$ cat config.mk
export PLATFORM = sky130hd
export DESIGN_NAME = pwm_dimmer_multi_flat
export DESIGN_NICKNAME = d
export VERILOG_FILES = /design/src/rtl/pwm_dimmer_multi_if.sv /design/src/rtl/pwm_dimmer_multi.sv /design/src/flat_wrapper.sv
export SDC_FILE = /design/constraint.sdc
export NUM_CORES = 1
export LEC_CHECK = 0
export BUFFER_PORTS_ARGS = -buffer_cell sky130_fd_sc_hd__buf_2
export CORE_MARGIN = 5
export CORE_UTILIZATION = 35
export DETAILED_ROUTE_END_ITERATION = 7
export GPL_TIMING_DRIVEN = 0
export PLACE_DENSITY = 0.61
export SLEW_MARGIN = 20
export SYNTH_ARGS = -nofsm -noshare
export SYNTH_HDL_FRONTEND = slang
export SYNTH_SLANG_ARGS = --single-unit
$ cat constraint.sdc
create_clock -name clk -period 4.1 [get_ports clk]
set_input_delay 0.41 -clock clk [delete_from_list [all_inputs] [get_ports clk]]
set_output_delay 0.41 -clock clk [all_outputs]
set_load 0.01 [all_outputs]
$ cat src/rtl/pwm_dimmer_multi_if.sv
// Bus bundle for pwm_dimmer_multi.
//   up, down      : per-channel adjust requests (driven by master, asynchronous levels)
//   pwm_out       : per-channel PWM outputs
//   period_start  : one-cycle pulse aligned with period counter value 0
//   level         : pending level per channel, channel i at [i*WIDTH +: WIDTH]
interface pwm_dimmer_multi_if #(
  parameter int unsigned CHANNELS = 3,
  parameter int unsigned WIDTH    = 16
);
  logic [CHANNELS-1:0]       up;
  logic [CHANNELS-1:0]       down;
  logic [CHANNELS-1:0]       pwm_out;
  logic                      period_start;
  logic [CHANNELS*WIDTH-1:0] level;

  modport master (output up, output down, input pwm_out, input period_start, input level);
  modport slave  (input up, input down, output pwm_out, output period_start, output level);
endinterface

$ cat src/rtl/pwm_dimmer_multi.sv
// N-channel PWM LED dimmer with saturating per-channel levels and
// double-buffered duty registers.
//   clk  : system clock
//   rst  : asynchronous active-low reset
//   bus  : pwm_dimmer_multi_if slave (up/down in, pwm_out/period_start/level out)
// Optional build macro PWM_PHASE_STAGGER_EN: channel i compares against the
// period counter offset by i*2^WIDTH/CHANNELS to spread rising edges.
module pwm_dimmer_multi #(
  parameter int unsigned CHANNELS = 3,
  parameter int unsigned WIDTH    = 16,
  parameter int unsigned PRESCALE = 1024,
  parameter int unsigned STEP     = 1
) (
  input logic              clk,
  input logic              rst,
  pwm_dimmer_multi_if.slave bus
);

  localparam int unsigned      PRE_W     = $clog2(PRESCALE);
  localparam int unsigned      SUM_W     = WIDTH + 1;
  localparam logic [WIDTH-1:0] MAX_LEVEL = '1;
  localparam logic [PRE_W-1:0] PRE_LAST  = PRE_W'(PRESCALE - 1);
  localparam logic [SUM_W-1:0] STEP_X    = SUM_W'(STEP);
  localparam logic [SUM_W-1:0] MAX_X     = SUM_W'(MAX_LEVEL);

  logic [CHANNELS-1:0] up_meta, up_sync;
  logic [CHANNELS-1:0] down_meta, down_sync;
  logic [PRE_W-1:0]    pre_cnt;
  logic                tick_c;
  logic [WIDTH-1:0]    period_cnt;
  logic                period_start_q;

  // Two-flop synchronisers for the asynchronous request levels
  always_ff @(posedge clk or negedge rst) begin
    if (!rst) begin
      up_meta   <= '0;
      up_sync   <= '0;
      down_meta <= '0;
      down_sync <= '0;
    end else begin
      up_meta   <= bus.up;
      up_sync   <= up_meta;
      down_meta <= bus.down;
      down_sync <= down_meta;
    end
  end

  // Level-adjust rate prescaler, ticks on its last count
  assign tick_c = (pre_cnt == PRE_LAST);

  always_ff @(posedge clk or negedge rst) begin
    if (!rst) begin
      pre_cnt <= '0;
    end else if (tick_c) begin
      pre_cnt <= '0;
    end else begin
      pre_cnt <= pre_cnt + PRE_W'(1);
    end
  end

  // Shared free-running period counter; period_start has pwm_out's latency
  always_ff @(posedge clk or negedge rst) begin
    if (!rst) begin
      period_cnt     <= '0;
      period_start_q <= 1'b0;
    end else begin
      period_cnt     <= period_cnt + WIDTH'(1);
      period_start_q <= (period_cnt == '0);
    end
  end

  assign bus.period_start = period_start_q;

  for (genvar i = 0; i < CHANNELS; i++) begin : g_ch
`ifdef PWM_PHASE_STAGGER_EN
    localparam logic [WIDTH-1:0] OFFSET = WIDTH'((64'(i) << WIDTH) / 64'(CHANNELS));
`else
    localparam logic [WIDTH-1:0] OFFSET = '0;
`endif

    logic [WIDTH-1:0] level_q;
    logic [WIDTH-1:0] level_next_c;
    logic [WIDTH-1:0] active_q;
    logic [WIDTH-1:0] cnt_c;
    logic [SUM_W-1:0] inc_c;
    logic [SUM_W-1:0] dec_c;
    logic             pwm_q;

    assign cnt_c = period_cnt + OFFSET;

    // Saturating step in WIDTH+1 bits; a borrow into the top bit means underflow
    always_comb begin
      inc_c        = {1'b0, level_q} + STEP_X;
      dec_c        = {1'b0, level_q} - STEP_X;
      level_next_c = level_q;
      if (up_sync[i] && !down_sync[i]) begin
        level_next_c = (inc_c > MAX_X) ? MAX_LEVEL : inc_c[WIDTH-1:0];
      end else if (down_sync[i] && !up_sync[i]) begin
        level_next_c = dec_c[WIDTH] ? '0 : dec_c[WIDTH-1:0];
      end
    end

    // Level updates on ticks; duty reloads only at the channel's period end
    always_ff @(posedge clk or negedge rst) begin
      if (!rst) begin
        level_q  <= '0;
        active_q <= '0;
        pwm_q    <= 1'b0;
      end else begin
        if (tick_c) begin
          level_q <= level_next_c;
        end
        if (cnt_c == MAX_LEVEL) begin
          active_q <= level_q;
        end
        pwm_q <= (cnt_c < active_q);
      end
    end

    assign bus.pwm_out[i]                = pwm_q;
    assign bus.level[i*WIDTH +: WIDTH]   = level_q;
  end

endmodule
$ cat src/flat_wrapper.sv
// flat-port wrapper written by rule: the top's interface ports become plain ports
module pwm_dimmer_multi_flat 
#(
  parameter int unsigned CHANNELS = 3,
  parameter int unsigned WIDTH    = 16,
  parameter int unsigned PRESCALE = 1024,
  parameter int unsigned STEP     = 1
)
  (clk, rst, bus_up, bus_down, bus_pwm_out, bus_period_start, bus_level);
  pwm_dimmer_multi_if #(.CHANNELS(CHANNELS), .WIDTH(WIDTH)) bus_i ();
  input logic clk;
  input logic rst;
  input wire logic [$bits(bus_i.up)-1:0] bus_up;
  input wire logic [$bits(bus_i.down)-1:0] bus_down;
  output wire logic [$bits(bus_i.pwm_out)-1:0] bus_pwm_out;
  output wire logic [$bits(bus_i.period_start)-1:0] bus_period_start;
  output wire logic [$bits(bus_i.level)-1:0] bus_level;
  assign bus_i.up = bus_up;
  assign bus_i.down = bus_down;
  assign bus_pwm_out = bus_i.pwm_out;
  assign bus_period_start = bus_i.period_start;
  assign bus_level = bus_i.level;
  pwm_dimmer_multi #(.CHANNELS(CHANNELS), .WIDTH(WIDTH), .PRESCALE(PRESCALE), .STEP(STEP)) u_core (.clk(clk), .rst(rst), .bus(bus_i));
endmodule
Word-level counts from Yosys, hierarchy flattened
Index checks and enable logic that the tools add are counted.
{ "totals": {"register_bits": 138, "latch_bits": 0, "mem_bits_rw": 0, "mem_bits_ro": 0, "input_bits": 8, "output_inout_bits": 52, "elab_cells": 64, "n_memories": 0} }
{ "op_classes": {"addsub": 8, "mul": 0, "n_div": 0, "n_lt_le_gt_ge": 6, "eq_ne": 2, "n_shift": 0, "n_mux": 13, "n_bitwise": 0, "n_reduce_logical": 19} }
{ "ops": {"columns": ["cell", "count"], "rows": [
  ["$mux W16", 12],
  ["$add A16 B1 Y17 const B", 3],
  ["$gt A17 B16 Y1 const B", 3],
  ["$sub A16 B1 Y17 const B", 3],
  ["$lt A16 B16 Y1", 3],
  ["$add A16 B1 Y16 const B", 1],
  ["$eq A16 B16 Y1 const B", 1],
  ["$logic_not A16 Y1", 1],
  ["$add A10 B1 Y10 const B", 1],
  ["$eq A10 B10 Y1 const B", 1],
  ["$mux W10", 1],
  ["$logic_and A1 B1 Y1", 6],
  ["$logic_not A1 Y1", 6],
  ["$reduce_and A2 Y1", 3],
  ["$reduce_bool A2 Y1", 3]
]} }

Depth between registers and ports, before layout
{ "depth": {"depth_word": 4, "ltp_mapped": 12, "depth_no_buf": 9} }

Worst setup path before layout
No wires, ideal clock.
{ "synth_path": {"path_kind": "flip-flop to flip-flop", "from": "register u_core.g_ch[2].level_q[0]", "to": "register u_core.g_ch[2].level_q[5]", "t_arrival_ns": 2.601, "path_slack_ns": 1.380, "stages_incl_launch_ff": 12, "path_buffers": 2, "path_cell_list": "dfrtp_1 > buf_2 > inv_1 > ha_1 > or3b_2 > buf_2 > or3_4 > o31a_1 > nor3_2 > mux2_1 > a22oi_1 > o21a_1"} }
{ "synth_between": {"elab_chain_len": 4, "word_cells_on_any_way": 7, "cone_classes": "add/sub: 2; order compare: 1; mux: 4"} }
{ "synth_lines": {"columns": ["item", "line_no", "text"], "rows": [
  ["start, declared", "pwm_dimmer_multi.sv:81", "logic [WIDTH-1:0] level_q;"],
  ["start signal, assigned", "pwm_dimmer_multi.sv:111", "level_q <= level_next_c;"],
  ["$add A16 B1 Y17 / $sub A16 B1 Y17 (equally long branches)", "pwm_dimmer_multi.sv:93, pwm_dimmer_multi.sv:94", null],
  ["$gt A17 B16 Y1 / $mux W16 (equally long branches)", "pwm_dimmer_multi.sv:97, pwm_dimmer_multi.sv:99", null],
  ["$mux W16 (on tied branches)", "pwm_dimmer_multi.sv:97, pwm_dimmer_multi.sv:98", null],
  ["$mux W16 (*)", "pwm_dimmer_multi.sv:96", "if (up_sync[i] && !down_sync[i]) begin"]
]} }
Every way passes the cells marked *; elsewhere a longest branch is shown, timed or not. The select of a mux whose other input is x is not followed.
A chain may end at the register's enable or synchronous reset.

Final worst setup path
{ "layout_path": {"from": "register u_core.g_ch[0].level_q[0]", "to": "register u_core.g_ch[0].level_q[7]"} }
{ "layout_between": {"elab_chain_len": 4, "word_cells_on_any_way": 7, "cone_classes": "add/sub: 2; order compare: 1; mux: 4"} }
{ "layout_lines": {"columns": ["item", "line_no"], "rows": [
  ["start, declared", "pwm_dimmer_multi.sv:81"],
  ["start signal, assigned", "pwm_dimmer_multi.sv:111"],
  ["$add A16 B1 Y17 / $sub A16 B1 Y17 (equally long branches)", "pwm_dimmer_multi.sv:93, pwm_dimmer_multi.sv:94"],
  ["$gt A17 B16 Y1 / $mux W16 (equally long branches)", "pwm_dimmer_multi.sv:97, pwm_dimmer_multi.sv:99"],
  ["$mux W16 (on tied branches)", "pwm_dimmer_multi.sv:97, pwm_dimmer_multi.sv:98"],
  ["$mux W16 (*)", "pwm_dimmer_multi.sv:96"]
]} }
Marked as above.

==> metrics.md <==
| Metric | Value |
|---|---|
| Outcome | finished clean |
| Gate Count Post-Synth | 1105 |
| CTS max path bufs | 2 |
| Max Freq | 295 MHz |
| IO Pins | 60 |
| Area Overhead vs Synth | 14.9% |
| Core footprint | 25800 µm² |
| Vias in the first global route | approximately 8000 |
| Maximum fanout along the worst path | 10 |
| Post-synthesis mux area share | 0.850% |
| Final HPWL DP | around 18 mm |
| Post-synth EDFFs | 0 |
| Initial core utilization | 35.3% |
| Largest family of logic cells by synthesized area | compound AO/OA/AOI/OAI gates |
| # fillers | ~2600 |
| Setup Buffers After CTS | 0 |
| Minimum clock period after layout | between 3 and 4 ns |
| Avg Vias per Cell | 5.55 |
| Total Routed Length | 25.0 mm |
| Crit Path Category | flip-flop to flip-flop |
| Syn_nets | 1173 |
| Largest net degree at the start of global routing | 90 |
| Routability cong. | 0.918 |
| DIE AREA | 29400 µm² |
| PwrDens | 287 nW/µm² |
| Library cells used by synthesis | 69 |
| Fin Setup TNS | 0 ns |
| Final hold viol count | 0 |
| IO buf count | 59 |
| Asr flop ratio synth | 100% |
| CP required | roughly 4.4 ns |
| Total gr overflow | 0 |
| DR vias | 8503 |
| Worst hold path class | input port to flip-flop |
| Drt pass-1 iters | 5 |
| Syn Std Cell Area | approximately 9100 µm² |
| CTS Sinks | between 100 and 150 |
| Final Cycle Share | 82.6% |
| CTS Buf Count | 17 |
| Iteration-0 DRC Markers | 639 |
| Post-Synth Adder-Cell Area | 8.23% |
| CTS tree | done |
| Num rows | 59 |
| Max-slew headroom | between 30% and 40% |
| Post-synth top flop | dfrtp_1 |
| RSZ-0062 raised after global routing | no |
| MaxCap Viol Count | 0 |
| Synth Area in Compound Gates | roughly 22% |
| Fin area | 10500 µm² |
| Clk_skew | roughly 0.009 ns |
| Clock Pin Slew Worst Setup and Hold Paths | 0.06 ns |
| # setup viols final | 0 |
| CTS H-tree depth | 4 |
| CP Data Arrival Time | 3.69 ns |
| Worst hold slack | 0.0848 ns |
| Die H | 171 µm |
| Register area | about 3500 µm² |
| Layout cells sized above 1 | 11.1% |
| Hold-fix buffers, CTS | 1 |
| Area of the multi-input gates | 5080 µm² |
| Post-synthesis sequential area ratio | 37.8% |
| Dpl cell area | 9880 µm² |
| Leak | about 4.6 nW |
| Max-slew violation count | 0 |
| Fin util | 40.6% |
| Routed len/inst | 16.3 µm |
| Final nets | 1253 |
| Final ANT Viol Nets | 0 |
| Diode count | 0 |
| Slew at the pin closest to its max-slew limit | 1.01 ns |
| # resized after CTS | 0 |
| Antenna violations before repair | 0 |
| Residual DRC | 0 |
| Clk_lat worst skew | 0.43 ns |
| CP endpoint kind | flip-flop |
| Synth warn | 0 |
| Die width | 171 µm |
| Synth Area in Simple Gates | 21.2% |
| Yosys reg bits | 138 |
| Root Buffer | clkbuf_16 |
| CP Launch Type | flip-flop |
| XOR/XNOR Fraction of Synth Area | 3.74% |
| Worst vdd ir | ~240 µV |
| Synth Area per Inst | 8.26 µm² |
| Gr usage total | approximately 18% |
| First-pass GRT wire length | ~42 mm |
[layout make-up]
cell class | count | share of cell area (%)
Buffer | 78 | 3.22
Clock buffer | 18 | 4.19
Clock inverter | 12 | 1.44
Inverter | 70 | 2.51
Multi-Input combinational cell | 819 | 48.4
Sequential cell | 138 | 32.9
Tap cell | 335 | 4.00
Timing Repair Buffer | 61 | 3.27
[flip-flops by register name, indices dropped and copies added, names as in the netlist, 3 cells and up]
register,flops
u_core.pre_cnt,10
u_core.g_ch.level_q,48
u_core.down_sync,3
u_core.period_cnt,16
u_core.g_ch.active_q,48
u_core.g_ch.pwm_q,3
u_core.up_sync,3
u_core.down_meta,3
u_core.up_meta,3
[layout by cell type (no fill, tap or decap), types with 14 or more instances in the layout]
cell	n
dfrtp_1	138
o21ai_0	130
nand2_1	113
nor2_1	75
inv_1	70
buf_2	70
a21oi_1	68
ha_1	60
clkbuf_1	54
nand3_1	46
nor3_1	38
xnor2_1	25
nand4_1	23
and3_1	21
a31oi_1	21
clkbuf_16	17
a21o_1	15
xor2_1	14
[per-stage QoR]
step                setup slack, ns  power, mW  instances
detailed placement            0.870       1.47       1500
global placement              0.521       1.46       1499
floorplan                      1.38       1.42       1105
finish                        0.715       3.01       1531
CTS                           0.835       3.05       1531
global route                  0.443       3.13       1531
[worst max-delay path, cell delays in order, from the launching register on]
cell      delay (ns)
dfrtp_1         0.41
clkbuf_1        0.23
inv_1           0.17
ha_1            0.21
nor3b_1         0.64
and3_1          0.26
clkbuf_1        0.21
nand2_1         0.28
nand2_1         0.40
o21ai_0         0.15
a22oi_1         0.23
nand2b_1        0.08
[path summary, 6_finish.rpt]
path / startpoint / slack, ns / to / cells after the start
setup / recovery: u_core.g_ch[0].level_q[0]$_DFFE_PN0P_ / 0.71 / u_core.g_ch[0].level_q[7]$_DFFE_PN0P_ / 11
hold / removal: bus_up[1] / 0.08 / u_core.up_meta[1]$_DFF_PN0_ / 1
setup reg to reg: u_core.g_ch[0].level_q[0]$_DFFE_PN0P_ / 0.71 / u_core.g_ch[0].level_q[7]$_DFFE_PN0P_ / 11
hold reg to reg: u_core.up_meta[2]$_DFF_PN0_ / 0.35 / u_core.up_sync[2]$_DFF_PN0_ / 0
max in group asynchronous: rst / 2.83 / u_core.g_ch[0].level_q[7]$_DFFE_PN0P_ / 3
min in group asynchronous: rst / 0.50 / u_core.g_ch[1].level_q[14]$_DFFE_PN0P_ / 2
[report_power, final]
group / internal [mW] / leakage [nW] / switching [mW] / total, mW
clock: 0.963 / 0.287 / 0.610 / 1.57
sequential: 1.37 / 1.87 / 0.00135 / 1.37
combinational: 0.0163 / 2.42 / 0.0529 / 0.0692
[synth_stat cells, drive strengths merged, types with 23 or more instances]
library cell	instances	area [µm²]
nand2	114	430
nand4	23	144
o21ai	133	666
nand3	46	230
inv	70	263
nor2	75	282
nor3	40	210
clkbuf	54	203
xnor2	25	219
dfrtp	138	3450
ha	60	751
a21oi	68	340
buf	24	135
[layer usage]
| metal | GRT usage (%) | routed length, µm |
|---|---|---|
| met5 | 0 | 0 |
| met4 | 5.86 | 412 |
| met3 | 2.83 | 1380 |
| met2 | 26.5 | 11200 |
| met1 | 25.5 | 12000 |
[logic make-up after synthesis]
family | Yosys count
flops | 138
mux | 7
buf+inv | 148
fa+ha+maj | 60
xor+xnor | 39
simple gates | 388
compound gates | 325
Note: power is estimated with default switching activity, not from simulation.
